[src/rtl/pc_fetch_ctrl_if.sv]
// Instruction-memory fetch bus between the PC sequencer (master) and the IM (slave).
// im_addr is the current PC; im_ack marks returned data and completes the request.
interface pc_fetch_ctrl_if #(
  parameter int PC_WIDTH = 32
);
  logic                im_req;
  logic [PC_WIDTH-1:0] im_addr;
  logic                im_ack;

  modport master (
    output im_req,
    output im_addr,
    input  im_ack
  );

  modport slave (
    input  im_req,
    input  im_addr,
    output im_ack
  );
endinterface

[src/rtl/pc_fetch_ctrl.sv]
// PC sequencer and IM fetch controller: chooses the next PC, runs the IM
// handshake, drains in-flight fetches on redirect and keeps the saved exception PC.
module pc_fetch_ctrl #(
  parameter int                 PC_WIDTH  = 32,
  parameter logic [PC_WIDTH-1:0] RESET_VEC = 32'h0000_3000,
  parameter logic [PC_WIDTH-1:0] EXC_VEC   = 32'h0000_0700
) (
  input  logic                clk,
  input  logic                rst,
  input  logic [PC_WIDTH-1:0] pc,
  output logic                pc_wr,
  output logic [PC_WIDTH-1:0] npc,
  pc_fetch_ctrl_if.master     im,
  output logic                ir_valid,
  input  logic                stall,
  input  logic                br_taken,
  input  logic [PC_WIDTH-1:0] br_target,
  input  logic                exc_req,
  input  logic [PC_WIDTH-1:0] exc_pc,
  input  logic                rfi,
  output logic [PC_WIDTH-1:0] epc
);

  localparam logic [1:0] BOOT  = 2'd0;
  localparam logic [1:0] FETCH = 2'd1;
  localparam logic [1:0] HOLD  = 2'd2;
  localparam logic [1:0] DRAIN = 2'd3;

  logic [1:0]          state;
  logic [1:0]          state_next;
  logic [PC_WIDTH-1:0] redir_pc;
  logic [PC_WIDTH-1:0] redir_pc_next;
  logic [PC_WIDTH-1:0] pc_plus4;
  logic [PC_WIDTH-1:0] target;
  logic                redir;
  logic                im_req_c;

  assign pc_plus4 = pc + PC_WIDTH'(4);
  assign redir    = exc_req | rfi | br_taken;
  assign target   = exc_req ? EXC_VEC : (rfi ? epc : br_target);

  assign im.im_addr = pc;
  assign im.im_req  = im_req_c;

  always_comb begin
    pc_wr         = 1'b0;
    npc           = pc_plus4;
    im_req_c      = 1'b0;
    ir_valid      = 1'b0;
    state_next    = state;
    redir_pc_next = redir_pc;

    if (rst) begin
      npc        = RESET_VEC;
      state_next = BOOT;
    end else begin
      case (state)
        BOOT: begin
          pc_wr      = 1'b1;
          npc        = RESET_VEC;
          state_next = FETCH;
        end

        FETCH: begin
          im_req_c = 1'b1;
          if (!im.im_ack) begin
            // The request cannot be withdrawn, so a redirect waits for the ack in DRAIN.
            if (redir) begin
              redir_pc_next = target;
              state_next    = DRAIN;
            end
          end else if (redir) begin
            pc_wr = 1'b1;
            npc   = target;
          end else begin
            ir_valid = 1'b1;
            if (stall) begin
              state_next = HOLD;
            end else begin
              pc_wr = 1'b1;
            end
          end
        end

        HOLD: begin
          if (redir) begin
            pc_wr      = 1'b1;
            npc        = target;
            state_next = FETCH;
          end else begin
            ir_valid = 1'b1;
            if (!stall) begin
              pc_wr      = 1'b1;
              state_next = FETCH;
            end
          end
        end

        DRAIN: begin
          im_req_c = 1'b1;
          if (redir) begin
            redir_pc_next = target;
          end
          if (im.im_ack) begin
            pc_wr      = 1'b1;
            npc        = redir ? target : redir_pc;
            state_next = FETCH;
          end
        end

        default: begin
          state_next = BOOT;
        end
      endcase
    end
  end

  always_ff @(posedge clk) begin
    if (rst) begin
      state    <= BOOT;
      epc      <= '0;
      redir_pc <= '0;
    end else begin
      state    <= state_next;
      redir_pc <= redir_pc_next;
      if (exc_req && state != BOOT) begin
        epc <= exc_pc;
      end
    end
  end

endmodule

[src/flat_wrapper.sv]
// flat-port wrapper written by rule: the top's interface ports become plain ports
module pc_fetch_ctrl_flat 
#(
  parameter int                 PC_WIDTH  = 32,
  parameter logic [PC_WIDTH-1:0] RESET_VEC = 32'h0000_3000,
  parameter logic [PC_WIDTH-1:0] EXC_VEC   = 32'h0000_0700
)
  (clk, rst, pc, pc_wr, npc, ir_valid, stall, br_taken, br_target, exc_req, exc_pc, rfi, epc, im_im_req, im_im_addr, im_im_ack);
  pc_fetch_ctrl_if #(.PC_WIDTH(PC_WIDTH)) im_i ();
  input  logic clk;
  input  logic rst;
  input  logic [PC_WIDTH-1:0] pc;
  output logic pc_wr;
  output logic [PC_WIDTH-1:0] npc;
  output logic ir_valid;
  input  logic stall;
  input  logic br_taken;
  input  logic [PC_WIDTH-1:0] br_target;
  input  logic exc_req;
  input  logic [PC_WIDTH-1:0] exc_pc;
  input  logic rfi;
  output logic [PC_WIDTH-1:0] epc;
  output wire logic [$bits(im_i.im_req)-1:0] im_im_req;
  output wire logic [$bits(im_i.im_addr)-1:0] im_im_addr;
  input wire logic [$bits(im_i.im_ack)-1:0] im_im_ack;
  assign im_im_req = im_i.im_req;
  assign im_im_addr = im_i.im_addr;
  assign im_i.im_ack = im_im_ack;
  pc_fetch_ctrl #(.PC_WIDTH(PC_WIDTH), .RESET_VEC(RESET_VEC), .EXC_VEC(EXC_VEC)) u_core (.clk(clk), .rst(rst), .pc(pc), .pc_wr(pc_wr), .npc(npc), .im(im_i), .ir_valid(ir_valid), .stall(stall), .br_taken(br_taken), .br_target(br_target), .exc_req(exc_req), .exc_pc(exc_pc), .rfi(rfi), .epc(epc));
endmodule
[config.mk]
export PLATFORM = sky130hd
export DESIGN_NAME = pc_fetch_ctrl_flat
export DESIGN_NICKNAME = d
export VERILOG_FILES = /design/src/rtl/pc_fetch_ctrl_if.sv /design/src/rtl/pc_fetch_ctrl.sv /design/src/flat_wrapper.sv
export SDC_FILE = /design/constraint.sdc
export NUM_CORES = 1
export LEC_CHECK = 0
export CORE_MARGIN = 2
export CORE_UTILIZATION = 30
export CTS_CLUSTER_DIAMETER = 120
export DETAILED_ROUTE_END_ITERATION = 8
export PLACE_DENSITY = 0.61
export SLEW_MARGIN = 20
export SYNTH_ARGS = -nofsm -noshare
export SYNTH_HDL_FRONTEND = slang
export SYNTH_SLANG_ARGS = --single-unit
[constraint.sdc]
create_clock -name clk -period 4.3 [get_ports clk]
set_input_delay 1.29 -clock clk [delete_from_list [all_inputs] [get_ports clk]]
set_output_delay 1.29 -clock clk [all_outputs]
set_load 0.1 [all_outputs]
# == Yosys cells after proc, flatten, opt, wreduce, memory -nomap -nowiden ==
# Index checks and enable logic that the tools add are counted.
# totals
elab_cells,52
register_bits,66
in_bits,103
out_inout_bits,99
# op_classes
addsub,1
n_reduce_logical,7
muxes,30
n_eq_ne,9
bitwise_logic,2
# ops
op,n
two-way mux 32 bit,8
one-hot mux 32 bit (4 select lines),1
one-hot mux 32 bit (2 select lines),1
adder 32 x 3 -> 32 bit (second input constant),1
two-way mux 2 bit,7
two-way mux 1 bit,10
inequality test 3 x 2 -> 1 bit (second input constant),3
one-hot mux 2 bit (4 select lines),1
AND reduction 5 bit,1
equality test 2 bit (second input constant),2
inequality test 2 bit (second input constant),2
one-hot mux 1 bit (4 select lines),1
nonzero test 2 bit,2
inequality test 3 bit (second input constant),1
equality test 2 x 1 -> 1 bit (second input constant),1
zero test 2 bit,1
bitwise OR 1 bit,2
one-hot mux 1 bit (2 select lines),1
AND reduction 2 bit,1
OR reduction 2 bit,1
logical AND 1 bit,1

# == Depth between registers and ports, before layout ==
# Gate-level depths: netlist of the first run.
# logic_depth
ltp_word,6
ltp_mapped,9
depth_no_buf,7

# == Worst setup path after synthesis of the first run ==
# Ideal clock, no wire load.
# synth_timing
kind,input to output
from,input exc_req
to,output ir_valid
stages,6
required_ns,3.010
arrival_time_ns,5.407
n_path_buf,4
slack_ns,-2.397
cell_sequence,buf_2 > or3_1 > clkbuf_1 > buf_2 > buf_1 > nor4b_1
# synth_via
elab_chain_cells,6
# synth_lines
element,line_no,rtl
"start, declared",flat_wrapper.sv:19,input logic exc_req;
bitwise OR 1 bit * (2 in a row),pc_fetch_ctrl.sv:39,assign redir = exc_req | rfi | br_taken;
two-way mux 1 bit *,"pc_fetch_ctrl.sv:72, pc_fetch_ctrl.sv:86",
two-way mux 1 bit,pc_fetch_ctrl.sv:66,if (!im.im_ack) begin
one-hot mux 1 bit (2 select lines) *,pc_fetch_ctrl.sv:57,case (state)
two-way mux 1 bit *,pc_fetch_ctrl.sv:53,if (rst) begin
"end, declared",flat_wrapper.sv:15,output logic ir_valid;
# Every way passes the cells marked *; elsewhere a longest branch is shown, timed or not.

# == Worst setup path after layout of the first run ==
# layout_timing
from,input pc[7]
to,output npc[17]
# layout_via
elab_chain_cells,5
word_cells_on_any_way,6
classes_between,1 x add/sub; 5 x mux
# layout_lines
element,line_no,rtl
"start, declared",flat_wrapper.sv:12,input logic [PC_WIDTH-1:0] pc;
adder 32 x 3 -> 32 bit *,pc_fetch_ctrl.sv:38,assign pc_plus4 = pc + PC_WIDTH'(4);
two-way mux 32 bit,"pc_fetch_ctrl.sv:72, pc_fetch_ctrl.sv:86",
two-way mux 32 bit,pc_fetch_ctrl.sv:66,
one-hot mux 32 bit (4 select lines) *,pc_fetch_ctrl.sv:57,
two-way mux 32 bit *,pc_fetch_ctrl.sv:53,
"end, declared",flat_wrapper.sv:14,output logic [PC_WIDTH-1:0] npc;
# Marks and branches as above.

==> impl_metrics.toml, run 1 <==
[layout]
multi_input_area_sq_um = 4190
drive_above_1_share_pct = 34.3
fill_cells = 1552
seq_area_sq_um = 1320
final_common_cell = "buf_4"
fin_nets = 1176
syn2layout_area_growth_pct = 91.9
most-common-layout-cells = "153 x buf_4, 138 x nand2_1, 99 x clkdlybuf4s50_1"
stdcell_area_sq_um = 10100
post-route-util_pct = 58.8

[floorplanning]
rows = 48
die_w_microns = 137
coreArea_sq_um = 17200
initial_core_util_pct = 30.6
die_h_microns = 137
io_pins = 202
dieArea_sq_um = 18700

[sta]
fin_crit_sh_pct = 101
hold_ws_ns = 0.453
max_freq_mhz = 231
fin_crit_ns = 4.32
setup_ws_ns = -0.0236
slew_headroom_pct = 32.8
finalHoldViolCount = 0
worstMarginPinSlew_ns = 1.00
slew_viol_final = 0
fin_setup_tns_ns = -0.0237
rsz0062_at_grt = "yes"
setup_viol = 2
fin_skew_ns = 0.00438

[global_routing]
grt_max_degree = 48
antenna_found_initial = 1
grt_first_pass_wirelength_mm = 34.0
grt_util_all_layers_pct = 23.0
gr-total-overflow = 0
grt_pass1_vias = 6361

[worst_setup_path]
path_cells = "buf_6 -> nand4_1 -> or4_4 -> buf_6 -> nor3_1 -> o22ai_2 -> nand3_2 -> buf_12"
worst-path-buf-inv = 3
cp_slowest_cell = "or4_4"
cp_common_cell = "buf_6"
end_kind = "output port"
criticalPathCategory = "in -> out"
critPathTopFamily = "simple AND/OR/NAND/NOR gates"
cp.required_ns = 3.01
cp.arrival_ns = 3.03
critPathMaxFanout = 5
slowest_delay_ns = 0.64
critPathLaunchType = "primary input"

[synth]
ys_types = 60
synthesis.nets = 895
netlist_area_sq_um = 5280
yosys_register_bits = 66
async_flop_share_pct = 0
syn-mean-instance-area_sq_um = 6.71
yosys_warnings = 0
synth_top_area_cell = "dfxtp_1"
ys_top_cells_by_area = "dfxtp_1 25%, a21oi_1 11%, nand2_1 10%, nor2_1 5.5%, buf_4 4.5%"
seq_area_frac_synth_pct = 25.0
syn_inst = 787
synth_top_cell_area_share_pct = 25.0
synthFlopType = "dfxtp_1"
synth_edf_count = 0

[drt]
postRouteAntennaNets = 0
drt-wirelength-per-cell_microns = 16.9
vias_per_cell = 5.25
first_iter_violations = 571
drc = 0
via_count = 6826
wl_mm = 22.0
firstDrtPassIters = 5

[cts]
clkSinkCount = 66
clk_latency_ns = 0.33
cts_tree = "yes"
cts_inserted_buffers = 9
clockBufferDepth = 2
cts_max_level = 3
clk_root_buffer_cell = "clkbuf_16"
cts.clk_slew.worst_paths_ns = 0.06

[worst_hold_path]
holdCritPathClass = "reg -> reg"

[place]
portBuffers = 201
dpl_cell_area_sq_um = 9290
routabilityCongestion = 0.905
hpwlAfterDp_mm = 16.7

[run]
drv_cap = 0

[power]
p_leak_nw = 3.93
p_per_area_nw_per_um2 = 284
worst_ir_drop_vdd_v = 0.000203

[run_status]
status = "complete, but fails checks"
violations = "negative setup slack"
## kinds of logic (layout without fill, tap and decap cells)
family	Yosys count	in the layout	synth area share, %
simple gates	331	331	28.8
compound gates	244	244	28.0
buf+inv	102	388	9.90
flops	66	66	25.0
xor+xnor	20	20	3.32
mux	19	19	3.81
fa+ha+maj	5	5	1.18
other cells	0	1	0
## state kept, by name, summed over array words and instances (netlist names)
register,cells
u_core.epc,32
u_core.redir_pc,32
u_core.state,2
## cells in the mapped netlist, drive strengths merged, types with 4 or more instances
cell       n
nand3     14
xnor2      5
xor2      15
a31oi      4
inv        6
or3        4
o211ai     5
a21o       6
o31ai      9
mux2i     10
and3       9
nor3      18
a21oi    116
or2        4
nor2      78
o22ai     13
mux2       9
o2111ai    4
o21ai     37
a211oi    10
nand2    142
dfxtp     66
nand2b    11
nand4     14
ha         5
and4       4
buf       53
clkbuf    42
nor2b      5
a22oi      7
nand3b     6
nor4      13
## final timing paths
path,from,end,slack (ns),cells after the start
max,pc[7],npc[17],-0.02,8
min,u_core.redir_pc[25],u_core.redir_pc[25],0.45,2
max reg2reg,u_core.state[0],u_core.redir_pc[8],2.16,6
min reg2reg,u_core.redir_pc[25],u_core.redir_pc[25],0.45,2
## per-layer routing
metal	vias to the layer above	global-route usage [%]	routed length [microns]
met2	303	35.3	10100
met3	15	4.22	1890
met1	3153	33.2	9840
li1	3355	-	-
met4	0	5.27	172
met5	-	0	0
## what timing repair did
action | in CTS | in global routing
endpoints found under the hold margin | 0 | 0
pin swaps | 21 | 30
gates resized for setup | 103 | 49
gates cloned | 1 | 0
setup endpoints to repair | 34 | 24
buffers inserted | 11 | 5
hold buffers | 0 | 0
## per-stage QoR
step	power (mW)	instances	setup slack (ns)
CTS	2.87	1294	-0.0603
global route	2.99	1299	-0.0975
floorplan	1.50	787	-0.678
global placement	1.98	1266	-0.442
detailed placement	1.99	1266	-0.486
finish	2.88	1299	-0.0236
## where the power goes
part	switching (mW)	internal [mW]	total, mW
clock	0.285	0.583	0.868
sequential	0.0303	0.650	0.680
combinational	0.846	0.486	1.33
## worst reg2reg max path: cells and delay by family (launching register included)
family                     cells  cell delay [ns]
DFF                            1             0.37
and+or+nand+nor                4             0.98
AOI/OAI and AO/OA              1             0.24
adders and majority gates      1             0.46
## area by class of cell
type	count	area share [%]
Clock inverter	6	1.12
Multi-Input combinational cell	619	41.3
Antenna cell	1	0.0247
Inverter	7	0.259
Timing Repair Buffer	365	39.1
Tap cell	225	2.78
Sequential cell	66	13.0
Clock buffer	10	2.36
(Power assumes the default switching activity.)
==> run 2, diff against run 1 <==
CAP_MARGIN = 10   (was default)
==> results of run 2 <==
No change in the layout: final DEF, timing and power equal those of run 1.
